$ cat src/rtl/iq_enq_alloc.sv
// ---------------------------------------------------------------------------
// iq_enq_alloc
// Enqueue-side allocator for an issue queue. Accepts one instruction per
// cycle from dispatch over a valid/ready handshake, selects a free entry,
// and owns the per-entry occupancy vector (set on enqueue, cleared on
// dequeue or flush).
//
// Optional feature macro: IQ_ENQ_ALLOC_RR_EN
//   defined   : next-fit selection starting at a rotating pointer
//   undefined : fixed lowest-index-free selection, no pointer register
//
// Ports:
//   clock              in   rising-edge clock
//   reset_n            in   asynchronous active-low reset
//   enq_valid          in   dispatch presents an instruction
//   enq_ready          out  allocator can accept this cycle
//   enq_fire           out  enq_valid & enq_ready
//   iq_entries_wren_oh out  one-hot entry written this cycle (0 when no fire)
//   enq_ptr            out  binary index of allocated entry (0 when no fire)
//   deq_fire           in   an entry issued this cycle
//   deq_ptr            in   index of the issued entry
//   flush_valid        in   flush this cycle
//   flush_mask         in   entries to kill
//   iq_entries_valid   out  registered occupancy vector
//   free_count         out  registered number of free entries
//   iq_full            out  free_count == 0
// ---------------------------------------------------------------------------
module iq_enq_alloc #(
    parameter int DEPTH = 8,
    parameter int LOG   = 3
) (
    input  logic             clock,
    input  logic             reset_n,
    input  logic             enq_valid,
    output logic             enq_ready,
    output logic             enq_fire,
    output logic [DEPTH-1:0] iq_entries_wren_oh,
    output logic [LOG-1:0]   enq_ptr,
    input  logic             deq_fire,
    input  logic [LOG-1:0]   deq_ptr,
    input  logic             flush_valid,
    input  logic [DEPTH-1:0] flush_mask,
    output logic [DEPTH-1:0] iq_entries_valid,
    output logic [LOG:0]     free_count,
    output logic             iq_full
);

    logic [DEPTH-1:0] r_valid;
    logic [LOG:0]     r_free_count;

    logic [LOG-1:0]   w_sel;
    logic [DEPTH-1:0] w_wren;
    logic [DEPTH-1:0] w_deq_clr;
    logic [DEPTH-1:0] w_flush_clr;
    logic [DEPTH-1:0] w_freed;
    logic [DEPTH-1:0] w_valid_nxt;
    logic [LOG:0]     w_free_nxt;
    logic             w_fire;

    function automatic logic [LOG:0] f_popcount(input logic [DEPTH-1:0] v);
        logic [LOG:0] cnt;
        cnt = '0;
        for (int i = 0; i < DEPTH; i++) begin
            cnt = cnt + {{LOG{1'b0}}, v[i]};
        end
        return cnt;
    endfunction

    // Readiness uses only current registered state; a same-cycle dequeue
    // is not bypassed, so a full queue stays not-ready.
    assign iq_full   = (r_free_count == '0);
    assign enq_ready = !iq_full && !flush_valid;
    assign w_fire    = enq_valid && enq_ready;
    assign enq_fire  = w_fire;

`ifdef IQ_ENQ_ALLOC_RR_EN
    logic [LOG-1:0] r_rr_ptr;
    logic [LOG-1:0] w_idx;

    // Scan offsets from the far end down to 0 so the last hit is the
    // nearest free entry at or after the pointer; LOG-bit add wraps.
    always_comb begin
        w_sel = '0;
        w_idx = '0;
        for (int k = DEPTH - 1; k >= 0; k--) begin
            w_idx = r_rr_ptr + LOG'(k);
            if (!r_valid[w_idx]) begin
                w_sel = w_idx;
            end
        end
    end

    always_ff @(posedge clock or negedge reset_n) begin
        if (!reset_n) begin
            r_rr_ptr <= '0;
        end else if (w_fire) begin
            r_rr_ptr <= w_sel + LOG'(1);
        end
    end
`else
    // Descending scan: the last free entry seen is the lowest index.
    always_comb begin
        w_sel = '0;
        for (int i = DEPTH - 1; i >= 0; i--) begin
            if (!r_valid[i]) begin
                w_sel = LOG'(i);
            end
        end
    end
`endif

    always_comb begin
        w_wren = '0;
        if (w_fire) begin
            w_wren[w_sel] = 1'b1;
        end
    end

    assign iq_entries_wren_oh = w_wren;
    assign enq_ptr            = w_fire ? w_sel : '0;

    // A dequeue of an already-invalid entry contributes nothing.
    always_comb begin
        w_deq_clr = '0;
        if (deq_fire) begin
            w_deq_clr[deq_ptr] = r_valid[deq_ptr];
        end
    end

    assign w_flush_clr = flush_valid ? flush_mask : '0;

    // Union of deq and flush so an entry hit by both is freed once.
    assign w_freed     = (w_deq_clr | w_flush_clr) & r_valid;
    assign w_valid_nxt = (r_valid | w_wren) & ~(w_deq_clr | w_flush_clr);
    assign w_free_nxt  = r_free_count - {{LOG{1'b0}}, w_fire} + f_popcount(w_freed);

    always_ff @(posedge clock or negedge reset_n) begin
        if (!reset_n) begin
            r_valid      <= '0;
            r_free_count <= (LOG+1)'(DEPTH);
        end else begin
            r_valid      <= w_valid_nxt;
            r_free_count <= w_free_nxt;
        end
    end

    assign iq_entries_valid = r_valid;
    assign free_count       = r_free_count;

`ifndef SYNTHESIS
    a_wren_onehot0: assert property (@(posedge clock) disable iff (!reset_n)
        $onehot0(iq_entries_wren_oh));

    a_enq_target_free: assert property (@(posedge clock) disable iff (!reset_n)
        enq_fire |-> ((iq_entries_wren_oh & r_valid) == '0));

    a_free_invariant: assert property (@(posedge clock) disable iff (!reset_n)
        (int'(r_free_count) + $countones(r_valid)) == DEPTH);

    a_no_enq_in_flush: assert property (@(posedge clock) disable iff (!reset_n)
        !(enq_fire && flush_valid));
`endif

endmodule

$ cat config.mk
export PLATFORM = sky130hd
export DESIGN_NAME = iq_enq_alloc
export DESIGN_NICKNAME = d
export VERILOG_FILES = /design/src/rtl/iq_enq_alloc.sv
export SDC_FILE = /design/constraint.sdc
export NUM_CORES = 1
export LEC_CHECK = 0
export ABC_AREA = 1
export BUFFER_PORTS_ARGS = -buffer_cell sky130_fd_sc_hd__buf_2
export CAP_MARGIN = 40
export CELL_PAD_IN_SITES_DETAIL_PLACEMENT = 0
export CELL_PAD_IN_SITES_GLOBAL_PLACEMENT = 2
export CORE_AREA = 2 2 73 75
export DETAILED_ROUTE_END_ITERATION = 7
export DIE_AREA = 0 0 75 77
export PLACE_DENSITY_LB_ADDON = 0.12
export SYNTH_ARGS = -nofsm -noshare
export SYNTH_HDL_FRONTEND = slang
export SYNTH_SLANG_ARGS = --single-unit
$ cat constraint.sdc
create_clock -name clock -period 5.3 [get_ports clock]
set_clock_uncertainty 0.15 [all_clocks]
set_input_delay 0.795 -clock clock [delete_from_list [all_inputs] [get_ports clock]]
set_output_delay 0.795 -clock clock [all_outputs]
set_load 0.01 [all_outputs]
==> reports/results.txt <==
# port buffers - 41
CP required - 5290 ps
Slew headroom - 75.6%
H-tree depth - 1
Synthesized flop and latch total - 12
Die W - 75 µm
Largest net degree at the start of global routing - 13
Final slew viol count - 0
CTS clk-pin slew, worst paths - 60 ps
Post-Syn Instances - 181
GR Util All Layers - 14.4%
Leakage power - 0.914 nW
Sequential share of power - 28.7%
Die area - 5780 µm²
Hold crit path type - in -> async
Area of the multi-input gates - 766 µm²
Initial drt markers - 44
Final ANT Viol Nets - 0
Period utilization - 79.5%
Final WL - 3780 µm
Yosys cell types - 27
Commonest non-fill, non-tap cell in the layout - nand2_1
Status - finished, final reports clean
CTS root buffer - clkbuf_8
Ys Warns - 0
Number of hold-repair buffers added at the cts stage - 0
IO Count - 42
Maximum clock path buffer count - 2
Sequential cell area - 302 µm²
Data arrival time of the worst path - 4200 ps
Core Area - 4980 µm²
First-pass GRT wire length - 6240 µm
CTS resizes - 0
Vias in the first global route - 1,282
Net Switching - 0.201 mW
Grt ovf - 0
Diode count - 0
CP Class - in -> reg
TritonCTS clock tree - done
Post-Syn Nets - 210
Tot Pwr - 0.494 mW
Crit path top cell by count - nand2_1
Crit. End Element - register
DRT Pass-1 Iters - 4
FILL cells - 583
Initial core utilization - 25.0%
Critical-path cell list - buf_2 -> inv_2 -> nand2_1 -> nand2_1 -> nand2_1 -> nand2_1 -> nand2_1 -> nand2_2 -> nand2_1 -> a21oi_1 -> fa_1 -> inv_1 -> fa_1 -> inv_1 -> fa_1 -> fa_1 -> fa_1 -> xor2_1
DR WL/cell - 12.9 µm
Max cap viols - 0
Postcts setup bufs - 0
FP Rows - 26
Non-filler instance count after layout - 293
P_int - 0.292 mW
Most frequent cells in the layout - 56 x nand2_1, 41 x buf_2, 36 x inv_1
Switching Fraction - 40.8%
Worst path slowest cell - fa_1
Setup_tns - 0 ps
Crit-path max FO - 10
Final setup vio count - 0
Clk sinks - 12
Worst-margin pin slew - 366 ps
Final Hold Viols - 0
DP Cell Count - 289
Via-to-Cell Ratio - 4.18
# DRC - 0
Worst VDD drop - 207 µV
Comb pwr share - 49.4%
Layout area overhead - 25.8%
CTS Buf Count - 3
Synthesized area per cell - 6.89 µm²
Nets - 253
RD Place Congestion - 0.824
Pwr Density - 315 nW/µm²
CP max stage delay - 550 ps
Initial antenna violation count - 0
Die Y - 77 µm
Clk_lat worst skew - 250 ps
Synthesized area - 1250 µm²
Dpl hpwl - 3160 µm
Clock Power Share - 21.9%
Vias - 1,225
Final Critical Period - 4210 ps
Fmax - 237 MHz
Fraction of layout cells with a size suffix above 1 - 29.6%
Startpoint Class - primary input
Setup repair after global routing missed its margin - no
Sequential share of the synthesized area - 24.2%
==> cells in the mapped netlist (all sizes together) <==
cell type | n | share of area (%)
buf | 3 | 2.1
xor2 | 2 | 1.4
fa | 6 | 9.6
nor3 | 2 | 1.6
a21oi | 14 | 6.8
clkinv | 2 | 0.80
a21o | 1 | 0.60
ha | 7 | 7.0
dfstp | 1 | 2.1
o22ai | 1 | 0.50
o21ai | 4 | 1.6
nor2 | 15 | 4.7
and2 | 1 | 0.50
dfrtp | 11 | 22
nand3 | 6 | 4.2
inv | 38 | 11
nand4 | 3 | 1.5
nand2 | 62 | 20
xnor2 | 2 | 1.4
==> power by group through the flow <==
stage / clock [mW] / sequential [mW] / combinational (mW)
final: 0.108 / 0.142 / 0.244
after CTS: 0.109 / 0.143 / 0.252
after detailed placement: 0 / 0.144 / 0.247
after global placement: 0 / 0.145 / 0.247
after floorplan: 0 / 0.146 / 0.172
after global routing: 0.114 / 0.146 / 0.282
==> area by class of cell <==
cell class	instances	area share (%)
well taps	70	5.59
multi-input cells	126	48.8
repair buffers	41	13.1
inverters	40	9.74
flip-flops and latches	12	19.2
clock buffers	4	3.51
==> layer usage <==
metal	global-route usage, %	wire (µm)	up-vias
li1	-	-	632
met1	19.4	1740	556
met2	23.5	1850	33
met3	2.63	169	4
met4	3.39	29	0
met5	0	0	-
==> per-stage QoR <==
step,hold WS [ps],area [µm²],setup slack [ps],util [%]
floorplan,349,1250,1050,-
finish,281,1570,1090,31.5
CTS,294,1570,1060,31.5
global placement,467,1510,853,30.4
detailed placement,444,1510,811,30.4
global route,302,1570,843,31.5
==> cells by family (layout without fill, tap and decap cells) <==
| kind of cell | Yosys count | after routing | synth area share (%) |
|---|---|---|---|
| AND/OR/NAND/NOR | 89 | 89 | 32.4 |
| buffers and inverters | 43 | 85 | 14.4 |
| AO/OA/AOI/OAI | 20 | 20 | 9.54 |
| adder cells (fa/ha/maj) | 13 | 13 | 16.7 |
| flip-flops | 12 | 12 | 24.2 |
| XOR/XNOR | 4 | 4 | 2.81 |
==> path summary, 6_finish.rpt <==
check	startpoint	end	slack, ps	depth (start not counted)
min	reset_n	free_count[1]	280	1
max	deq_ptr[0]	free_count[2]	1090	18
min reg2reg	free_count[0]	free_count[0]	470	1
max in group asynchronous	reset_n	free_count[3]	4430	1
max reg2reg	iq_entries_valid[0]	free_count[2]	1210	16
min in group clock	free_count[0]	free_count[0]	470	1
==> state kept, by name (all words and copies together) (netlist names) <==
register / flops
iq_entries_valid: 8
free_count: 4
==> critical path: cells and delay by family <==
family / cells / cell delay, ps
buffers and inverters: 4 / 340
adder cells (fa/ha/maj): 5 / 2400
AO/OA/AOI/OAI: 1 / 90
AND/OR/NAND/NOR: 7 / 430
XOR/XNOR: 1 / 150
Power figures use the tool's default switching activity.
